$ cat config.mk
export PLATFORM = sky130hd
export DESIGN_NAME = matrix_key_scanner
export DESIGN_NICKNAME = d
export VERILOG_FILES = /design/src/rtl/keyscan_pkg.sv /design/src/rtl/sync_2ff.sv /design/src/rtl/matrix_key_scanner.sv
export SDC_FILE = /design/constraint.sdc
export NUM_CORES = 1
export LEC_CHECK = 0
export CORE_MARGIN = 2
export CORE_UTILIZATION = 40
export DETAILED_ROUTE_END_ITERATION = 7
export PLACE_DENSITY = 0.64
export SLEW_MARGIN = 20
export SYNTH_ARGS = -nofsm -noshare
export SYNTH_HDL_FRONTEND = slang
export SYNTH_SLANG_ARGS = --single-unit
$ cat constraint.sdc
create_clock -name clk -period 5.45 [get_ports clk]
set_input_delay 0.8175 -clock clk [delete_from_list [all_inputs] [get_ports clk]]
set_output_delay 0.8175 -clock clk [all_outputs]
set_load 0.02 [all_outputs]
$ cat src/rtl/keyscan_pkg.sv
// Shared types, widths and helpers for the 8x8 matrix key scanner.
package keyscan_pkg;

    localparam int unsigned N_LINES    = 8;
    localparam int unsigned IDX_W      = 3;
    localparam int unsigned KEY_CODE_W = 6;
    localparam int unsigned CNT_W      = 4;

    typedef enum logic [1:0] {
        SCAN     = 2'd0,
        DEBOUNCE = 2'd1,
        HOLD     = 2'd2,
        RELEASE  = 2'd3
    } ks_state_e;

    // Active-low column pattern with only bit idx pulled low.
    function automatic logic [N_LINES-1:0] onehot_low(input logic [IDX_W-1:0] idx);
        logic [N_LINES-1:0] pat;
        pat      = '1;
        pat[idx] = 1'b0;
        return pat;
    endfunction

    // Index of the lowest-numbered row that reads low.
    function automatic logic [IDX_W-1:0] lowest_low(input logic [N_LINES-1:0] rows);
        logic [IDX_W-1:0] idx;
        idx = '0;
        for (int i = int'(N_LINES) - 1; i >= 0; i--) begin
            if (!rows[i]) idx = IDX_W'(i);
        end
        return idx;
    endfunction

endpackage

$ cat src/rtl/sync_2ff.sv
// Two-flop synchronizer for asynchronous level inputs; idles at all-ones.
module sync_2ff #(
    parameter int unsigned WIDTH = 8
) (
    input  logic             clk,
    input  logic             reset,
    input  logic [WIDTH-1:0] d_i,
    output logic [WIDTH-1:0] q_o
);

    logic [WIDTH-1:0] meta_q;
    logic [WIDTH-1:0] sync_q;

    always_ff @(posedge clk) begin
        if (!reset) begin
            meta_q <= '1;
            sync_q <= '1;
        end else begin
            meta_q <= d_i;
            sync_q <= meta_q;
        end
    end

    assign q_o = sync_q;

endmodule

$ cat src/rtl/matrix_key_scanner.sv
// Scans an 8x8 key matrix one column per tick, debounces the first key found
// and hands its {col,row} code to the consumer on a valid/ready handshake.
module matrix_key_scanner #(
    parameter int unsigned DEBOUNCE_TICKS = 4,
    parameter int unsigned N_LINES        = 8
) (
    input  logic                           clk,
    input  logic                           reset,
    input  logic                           tick,
    input  logic [N_LINES-1:0]             row_sense,
    output logic [N_LINES-1:0]             col_drive,
    output logic                           key_valid,
    output logic [keyscan_pkg::KEY_CODE_W-1:0] key_code,
    input  logic                           key_ready,
    output logic                           key_held,
    output logic                           overflow
);

    import keyscan_pkg::*;

    localparam logic [CNT_W-1:0] TICKS_TARGET = CNT_W'(DEBOUNCE_TICKS);

    ks_state_e              state_q, state_d;
    logic [IDX_W-1:0]       col_q, col_d;
    logic [IDX_W-1:0]       row_q, row_d;
    logic [CNT_W-1:0]       cnt_q, cnt_d;
    logic [N_LINES-1:0]     col_drive_q;
    logic                   key_valid_q, key_valid_d;
    logic [KEY_CODE_W-1:0]  key_code_q, key_code_d;
    logic                   key_held_q, key_held_d;
    logic                   overflow_q, overflow_d;

    logic [N_LINES-1:0]     rows_s;
    logic                   any_low_c;
    logic                   row_low_c;
    logic [CNT_W-1:0]       cnt_inc_c;
    logic                   accept_c;

    sync_2ff #(.WIDTH(N_LINES)) u_sync (
        .clk   (clk),
        .reset (reset),
        .d_i   (row_sense),
        .q_o   (rows_s)
    );

    assign any_low_c = ~&rows_s;
    assign row_low_c = ~rows_s[row_q];
    assign cnt_inc_c = cnt_q + CNT_W'(1);

    // Scan / debounce / hold / release sequencing, evaluated only on ticks.
    always_comb begin
        state_d  = state_q;
        col_d    = col_q;
        row_d    = row_q;
        cnt_d    = cnt_q;
        accept_c = 1'b0;
        if (tick) begin
            case (state_q)
                SCAN: begin
                    if (any_low_c) begin
                        row_d = lowest_low(rows_s);
                        cnt_d = CNT_W'(1);
                        if (TICKS_TARGET == CNT_W'(1)) begin
                            state_d  = HOLD;
                            accept_c = 1'b1;
                        end else begin
                            state_d = DEBOUNCE;
                        end
                    end else begin
                        col_d = col_q + IDX_W'(1);
                    end
                end
                DEBOUNCE: begin
                    if (row_low_c) begin
                        cnt_d = cnt_inc_c;
                        if (cnt_inc_c == TICKS_TARGET) begin
                            state_d  = HOLD;
                            accept_c = 1'b1;
                        end
                    end else begin
                        state_d = SCAN;
                        col_d   = col_q + IDX_W'(1);
                    end
                end
                HOLD: begin
                    if (!row_low_c) begin
                        cnt_d = CNT_W'(1);
                        if (TICKS_TARGET == CNT_W'(1)) begin
                            state_d = SCAN;
                            col_d   = col_q + IDX_W'(1);
                        end else begin
                            state_d = RELEASE;
                        end
                    end
                end
                RELEASE: begin
                    if (!row_low_c) begin
                        cnt_d = cnt_inc_c;
                        if (cnt_inc_c == TICKS_TARGET) begin
                            state_d = SCAN;
                            col_d   = col_q + IDX_W'(1);
                        end
                    end else begin
                        state_d = HOLD;
                    end
                end
                default: state_d = SCAN;
            endcase
        end
    end

    // Handshake: a consume and a new press in the same cycle hand over cleanly.
    always_comb begin
        key_valid_d = key_valid_q;
        key_code_d  = key_code_q;
        overflow_d  = 1'b0;
        key_held_d  = (state_d == HOLD) || (state_d == RELEASE);
        if (key_valid_q && key_ready) key_valid_d = 1'b0;
        if (accept_c) begin
            if (!key_valid_q || key_ready) begin
                key_valid_d = 1'b1;
                key_code_d  = {col_q, row_d};
            end else begin
                overflow_d = 1'b1;
            end
        end
    end

    always_ff @(posedge clk) begin
        if (!reset) begin
            state_q     <= SCAN;
            col_q       <= '0;
            row_q       <= '0;
            cnt_q       <= '0;
            col_drive_q <= onehot_low(IDX_W'(0));
            key_valid_q <= 1'b0;
            key_code_q  <= '0;
            key_held_q  <= 1'b0;
            overflow_q  <= 1'b0;
        end else begin
            state_q     <= state_d;
            col_q       <= col_d;
            row_q       <= row_d;
            cnt_q       <= cnt_d;
            col_drive_q <= onehot_low(col_d);
            key_valid_q <= key_valid_d;
            key_code_q  <= key_code_d;
            key_held_q  <= key_held_d;
            overflow_q  <= overflow_d;
        end
    end

    assign col_drive = col_drive_q;
    assign key_valid = key_valid_q;
    assign key_code  = key_code_q;
    assign key_held  = key_held_q;
    assign overflow  = overflow_q;

endmodule

Yosys cells after proc, flatten, opt, wreduce, memory -nomap -nowiden --
Cells that the tools add are included.
Operators by class: add/sub/neg operators 2, order comparisons 3, equal/unequal tests 10, multiplexer cells 42, bitwise gates (word level) 1, reductions and logical operators 10
Operators with widths (number):
- $mux 3 | 16
- $mux 4 | 4
- $pmux 4 s4 | 1
- $mux 2 | 7
- $mux 1 | 10
- $pmux 3 s3 | 1
- $eq 2x2->1 const B | 4
- $lt 3x4->1 const B | 2
- $ne 2x2->1 const B | 4
- $not 8->8 | 1
- $pmux 2 s4 | 1
- $reduce_and 8->1 | 1
- $reduce_and 5->1 | 1
- $add 4x1->4 const B | 1
- $eq 4x3->1 const B | 1
- $reduce_and 2->1 | 2
- $add 3x1->3 const B | 1
- $bmux 1 s3 | 1
- $demux 1 s3 | 1
- $ge 3x1->1 const B | 1
- $eq 2x1->1 const B | 1
- $logic_and 1x1->1 | 2
- $logic_not 2->1 | 1
- $logic_or 1x1->1 | 2
- $logic_not 1->1 | 1
Storage, ports and cells: register bits 45, input port bits 12, output and inout port bits 17, logic and storage cells 79

Logic depth before layout (Yosys ltp) --
Gate-level depths: netlist (run 1).
depth in word-level cells 11, gate-level depth with buffers 7, mapped depth without buffers 6

By module --
A second synthesis (run 1) with hierarchy kept.
Unflattened totals: cell total of the unflattened synthesis 184, area total of the unflattened synthesis 1809.2 um^2
By module, submodules not included:
- matrix_key_scanner | times used 1, cells each 151, area each 1377.6 um^2, seq. area each 580.6 um^2
- sync_2ff | times used 1, cells each 33, area each 431.7 um^2, seq. area each 320.3 um^2

Worst setup path before layout (run 1) --
OpenSTA, ideal clock, no wires.
path kind input -> register, start point input tick, end point register key_code_q[1] (netlist: key_code[1]), setup time 86 ps, arrival time 2061 ps, data required time 5364 ps, slack 3303 ps, stages 6, path buffers 1, path through clkbuf_1 > nor3b_1 > o21ai_0 > a311oi_1 > a21oi_1 > a211oi_1
On the way: cells in the longest elaborated chain, start to end 2, elaborated cells between the ends (all ways) 3, classes of those cells mux (2); reduce/logical (1)
Ends and longest elaborated chain:
- from (decl) | line matrix_key_scanner.sv:9 | input logic tick,
- $mux 1 | line matrix_key_scanner.sv:57 | if (tick) begin
- $reduce_and 2->1 (no line)
- to (signal assigned) | line matrix_key_scanner.sv:147 | key_code_q <= key_code_d;
- to (decl) | line matrix_key_scanner.sv:29 | logic [KEY_CODE_W-1:0] key_code_q, key_code_d;
Several ways; a longest one is shown, not always the timed one. A chain may end at the register's enable or synchronous reset.

Worst setup path after layout (run 1) --
start point register state_q[0], end point register col_drive_q[4] (netlist: col_drive[4])
On the way: cells in the longest elaborated chain, start to end 8, elaborated cells between the ends (all ways) 11, classes of those cells order compare (2); eq/ne (2); mux (4); bitwise (1); reduce/logical (2)
Ends and longest elaborated chain:
- from (decl) | line matrix_key_scanner.sv:23 | ks_state_e state_q, state_d;
- from (signal assigned) | line matrix_key_scanner.sv:141 | state_q <= state_d;
- $eq 2x2->1, or another cell as far along | line matrix_key_scanner.sv:58 | case (state_q)
- $pmux 3 s3 * | line matrix_key_scanner.sv:58
- $mux 3 * | line matrix_key_scanner.sv:57
- $lt 3x4->1 (not written as such) / $ge 3x1->1 (equally long branches) | line keyscan_pkg.sv:20 | pat[idx] = 1'b0;
- $logic_and 1x1->1 (not written as such) | line keyscan_pkg.sv:20
- $mux 1 (not written as such) | line keyscan_pkg.sv:20
- $demux 1 s3 * | line keyscan_pkg.sv:20
- $not 8->8 (no line) *
- to (signal assigned) | line matrix_key_scanner.sv:135 | col_drive_q <= onehot_low(IDX_W'(0));
- to (signal assigned) | line matrix_key_scanner.sv:145 | col_drive_q <= onehot_low(col_d);
- to (decl) | line matrix_key_scanner.sv:27 | logic [N_LINES-1:0] col_drive_q;
Mark *: on every way between the ends. The rest lies on a longest branch, timed or not.

==> results.toml, run 1 <==
[outcome]
status = "finished, final reports clean"

[sta]
max_freq_ghz = 0.343
setup_ws_ns = 2.53
worst_pin_slew_ns = 1.03
timing.hold.ws_ns = 0.411
rsz0062_at_grt = "false"
finalCritPeriodShare = 0.536
hold_viol = 0
min_period_ns = 2.92
tns_ns = 0
fin_skew_ns = 0.00837
slew_headroom = 0.311
setup_viol = 0
slew_violations = 0

[global_routing]
grt_pass1_wl_um = 5960
grt_overflow = 0
antenna_found_initial = 0
grt_pass1_vias = 1348
grt_usage = 0.142
grt_max_degree = 37

[die]
die_h_um = 73.4
fp.dieArea_um2 = 5390
coreArea_um2 = 4690
die_w_um = 73.4
ios = 29
initial_core_util = 0.411
row_count = 25

[cts]
cts_hold_buf = 0
cts_resized = 0
cts_tree = "done"
post_cts_buffers = 0
clk_pin_slew_ns = 0.08
clk_latency_ns = 0.29
htreeDepth = 2
clk_path_buf_depth = 2
cts_made_buffers = 5
cts_sinks = 45
cts_root_buf = "clkbuf_8"

[logic_synthesis]
syn_nets = 218
synthTopCellsByArea = "dfxtp_1 (47%), nand2b_1 (5.2%), mux2i_1 (4.2%)"
yosysUniqueCellTypes = 46
yosysSeqAreaShare = 0.467
yosysTopAreaCell = "dfxtp_1"
yosysWarnings = 0
synthesis.area_um2 = 1930
syn_inst = 204
ys_seq_elements = 45
syn_area_per_cell_um2 = 9.45
async_reset_ff_frac = 0
synth_edf_count = 0
synth_top_cell_area_share = 0.467
synth_flop_cell = "dfxtp_1"

[place]
dp_hpwl_um = 2350
numPortBuffers = 28
placed_cell_area_um2 = 2230
place_congestion = 0.784
dp_slack_ns = 2.43

[setup_path]
startpoint = "state_q[0]"
r2r_slack_ns = 2.53
crit_path_max_fanout = 18
crit_type = "register to register"
cp-end-kind = "register"
cp.arrival_ns = 3.05
crit_end = "col_drive[4]"
worstReg2RegEnd = "col_drive[4]"
r2r_cells = 5
required_ns = 5.58
r2r-start = "state_q[0]"
crit_path_start_kind = "register"

[drt]
drt_iter0_drc = 73
drc = 0
postRouteAntennaNets = 0
viasPerCell = 5.34
vias = 1507
drt_pass1_iterations = 5
wl_per_cell_um = 12.5
routed_wl_um = 3530

[layout]
syn2layout_area_growth_pct = 22.6
fin_nets = 241
fin_area_um2 = 2360
mostFrequentLayoutCell = "dfxtp_1"
num_antenna_cells = 0
drive_above_1_share = 0.0614
final_cell_mix = "dfxtp_1 (45), clkdlybuf4s50_1 (28), nor2_1 (19)"

[power]
power_density_nw_per_um2 = 311
ir_worst_vdd_mv = 0.166
p_leak_nw = 0.896

[worst_hold_path]
hold_class = "register to register"

[job]
cap_viol_max_count = 0
[report_power, final]
part / switching, W / internal, W
clock network: 0.000112 / 0.000184
logic: 0.0000417 / 0.0000396
registers: 0.0000164 / 0.000342
total: 0.000170 / 0.000566
[cell type report]
class	instances	area, µm²
clock buffer	5	68.8
clock inverter	3	68.8
fill	463	2330
inverter	4	15.0
multi-input combinational	142	955
sequential	45	901
tap	54	67.6
timing repair buffer	29	288
[metrics by stage]
| step | util | power [W] | std cells |
|---|---|---|---|
| 5_1_grt | 0.504 | 0.000766 | 282 |
| 3_5_place_dp | 0.474 | 0.000447 | 274 |
| 2_1_floorplan | - | 0.000421 | 204 |
| 4_1_cts | 0.504 | 0.000745 | 282 |
| 3_3_place_gp | 0.474 | 0.000446 | 274 |
| 6_report | 0.504 | 0.000735 | 282 |
[cells by family after synthesis]
kind of cell / after synthesis / share of synthesized area
xor gates and xnor gates: 2 / 0.00909
adders and majority gates: 2 / 0.0130
buffers and inverters: 17 / 0.0376
muxes: 12 / 0.0824
and+or+nand+nor: 85 / 0.251
DFF: 45 / 0.467
AOI/OAI and AO/OA: 41 / 0.140
[how the worst min path moves through the flow]
| stage | slack [ns] | cells after the start | to | startpoint |
|---|---|---|---|---|
| final | 0.41 | 1 | u_sync.q_o[2] | u_sync.meta_q[2] |
| after global routing | 0.43 | 1 | u_sync.q_o[2] | u_sync.meta_q[2] |
| after CTS | 0.41 | 1 | u_sync.q_o[4] | u_sync.meta_q[4] |
| after detailed placement | 0.39 | 1 | u_sync.q_o[2] | u_sync.meta_q[2] |
| after global placement | 0.39 | 1 | u_sync.q_o[0] | u_sync.meta_q[0] |
| after floorplan | 0.39 | 1 | u_sync.q_o[0] | u_sync.meta_q[0] |
[state kept, by name (all words and copies together), names as in the netlist]
| register | cells |
|---|---|
| cnt_q | 4 |
| col_drive | 8 |
| col_q | 3 |
| key_code | 6 |
| key_held | 1 |
| key_valid | 1 |
| overflow | 1 |
| row_q | 3 |
| state_q | 2 |
| u_sync.meta_q | 8 |
| u_sync.q_o | 8 |
[critical path, stage by stage, from the launching register on]
cell and delay (ns):
dfxtp_1 0.70, nor4bb_1 0.60, o21ai_0 0.25, a211oi_2 0.85
and3b_1 0.28, o21ai_0 0.08
[per-layer routing]
metal	global-route usage	vias up	share of wire
met2	0.230	22	0.45
met4	0.0606	0	0.018
li1	-	777	-
met3	0.0288	5	0.027
met5	0	-	0
met1	0.184	703	0.51
[synthesized netlist by cell type (all sizes together) (4+ instances only)]
cell type / count
nor2: 19
nand2b: 16
a21oi: 10
a211oi: 4
nor4: 4
inv: 4
nor3: 6
mux2i: 8
nand2: 13
nand3: 4
dfxtp: 45
clkbuf: 10
o21ai: 12
(Power assumes the default switching activity.)
==> run 2, diff against run 1 <==
==> constraint.sdc (replaced) <==
create_clock -name clk -period 2.8 [get_ports clk]
set_input_delay 0.42 -clock clk [delete_from_list [all_inputs] [get_ports clk]]
set_output_delay 0.42 -clock clk [all_outputs]
set_load 0.02 [all_outputs]
==> run 2 against run 1 <==
  * Sequential cell count did not move
  * Combinational power rose by 110%
  * Clock skew up 0.0021 ns
  * Cell count grew 1.8%
  * Non-clock buffer count grew 5
  * Hold slack better by 0.0042 ns
  * Count of clock-buffer cells in the layout did not move
  * First-iteration DRC count rose by 19%
  * Register-to-register slack worse by 2.1 ns
  * Sequential power grew 93%
  * Global-route usage increased by 1.2 points
  * Wire length increased by 6.5%
  * Largest cell class unchanged
==> results.toml, run 2 (same netlist as run 1, synthesis figures left out) <==
[worst_hold_path]
min_to = "u_sync.q_o[7]"
min_from = "u_sync.meta_q[7]"
min_delay_path_depth = 1
hold_class = "register to register"

[global_routing]
grt_usage = 0.154
met2_usage = 0.244
grt_pass1_vias = 1400
grt_overflow = 0
grt_max_degree = 22
grt-busiest-layer = "met2"
met3_usage = 0.0439
antenna_found_initial = 0
use_met1 = 0.204
grt_pass1_wl_um = 6430

[sta]
finalCritPeriodShare = 0.837
setup_viol = 0
tns_ns = 0
max_freq_ghz = 0.427
hold_viol = 0
worst_pin_slew_ns = 0.663
min_period_ns = 2.34
slew_headroom = 0.552
rsz0062_at_grt = "false"
slew_violations = 0
fin_skew_ns = 0.0105

[drt]
drt_iter0_drc = 87
drt_pass1_iterations = 4
wl_per_cell_um = 13.1
postRouteAntennaNets = 0
drc = 0
viasPerCell = 5.31
vias = 1523
routed_wl_um = 3760

[setup_path]
worstReg2RegEnd = "key_code[2]"
crit_path_max_fanout = 8
r2r-start = "row_q[0]"
required_ns = 2.98
cp-end-kind = "register"
crit_type = "register to register"
cp.arrival_ns = 2.52
r2r_slack_ns = 0.46
r2r_cells = 5
crit_path_start_kind = "register"

[layout]
num_antenna_cells = 0
mostFrequentLayoutCell = "dfxtp_1"
final_cell_mix = "dfxtp_1 (45), clkdlybuf4s50_1 (28), nor2_1 (19)"
n_fill_cell = 458
instances_no_fill = 287
drive_above_1_share = 0.0815
syn2layout_area_growth_pct = 23.4
fin_nets = 246

[cts]
htreeDepth = 2
post_cts_buffers = 0
cts_root_buf = "clkbuf_8"
cts_tree = "done"
cts_hold_buf = 0
clk_path_buf_depth = 2
clk_latency_ns = 0.30
cts_resized = 0
cts_made_buffers = 5
clk_pin_slew_ns = 0.09
cts_sinks = 45

[die]
row_count = 25
fp.dieArea_um2 = 5390
initial_core_util = 0.411
die_h_um = 73.4
coreArea_um2 = 4690
die_w_um = 73.4
ios = 29

[place]
placed_cells = 279
place_congestion = 0.721
dp_hpwl_um = 2600
numPortBuffers = 28

[power]
p_leak_nw = 0.913
power_density_nw_per_um2 = 575
ir_worst_vdd_mv = 0.295

[job]
cap_viol_max_count = 0

[outcome]
status = "finished, final reports clean"
[run 2: cell types whose count changed in the layout (fill, tap and decap cells not counted), sizes merged]
cell,delta
buf,+5
bufinv,-1
inv,+1
[run 2: stage by stage]
step                hold slack (ns)  total power, W  instance area (µm²)  worst slack [ns]   util
floorplan                     0.386        0.000820                 1930             0.694      -
global placement              0.391        0.000874                 2260             0.493  0.482
detailed placement            0.392        0.000877                 2260             0.474  0.482
global route                  0.432         0.00144                 2380             0.327  0.507
CTS                           0.413         0.00138                 2380             0.424  0.507
finish                        0.415         0.00137                 2380             0.457  0.507
[run 2: final cells by class]
cell class / count / area (µm²) / share of cell area
clock inverters: 3 / 47.5 / 0.0200
clock buffers: 5 / 68.8 / 0.0289
flip-flops and latches: 45 / 901 / 0.379
well taps: 54 / 67.6 / 0.0284
inverters: 4 / 15.0 / 0.00631
repair buffers: 34 / 325 / 0.137
multi-input cells: 142 / 955 / 0.401
[run 2: critical path: stages, from the launching register on]
cell and delay, ns:
dfxtp_1 0.39, mux4_1 0.58, mux2_4 0.33, nor4_4 0.58, mux2i_1 0.27, nor2_1 0.06
[run 2: layer usage]
| layer | vias to the layer above | share of wire |
|---|---|---|
| met5 | - | 0 |
| met4 | 0 | 0.012 |
| met3 | 5 | 0.036 |
| met2 | 24 | 0.45 |
| met1 | 708 | 0.50 |
| li1 | 786 | - |
[run 2: worst max-delay path by stage]
stage,from,endpoint
after floorplan,row_q[0],key_code[3]
after global placement,tick,key_code[1]
after detailed placement,row_q[0],key_code[5]
after CTS,row_q[0],key_code[2]
after global routing,row_q[0],key_code[2]
final,row_q[0],key_code[2]
[run 2: report_power, final]
group / leakage [nW] / internal (W) / switching (W)
combinational: 0.485 / 0.0000829 / 0.0000869
clock: 0.0591 / 0.000272 / 0.000236
sequential: 0.368 / 0.000665 / 0.0000266
total: 0.913 / 0.00102 / 0.000349
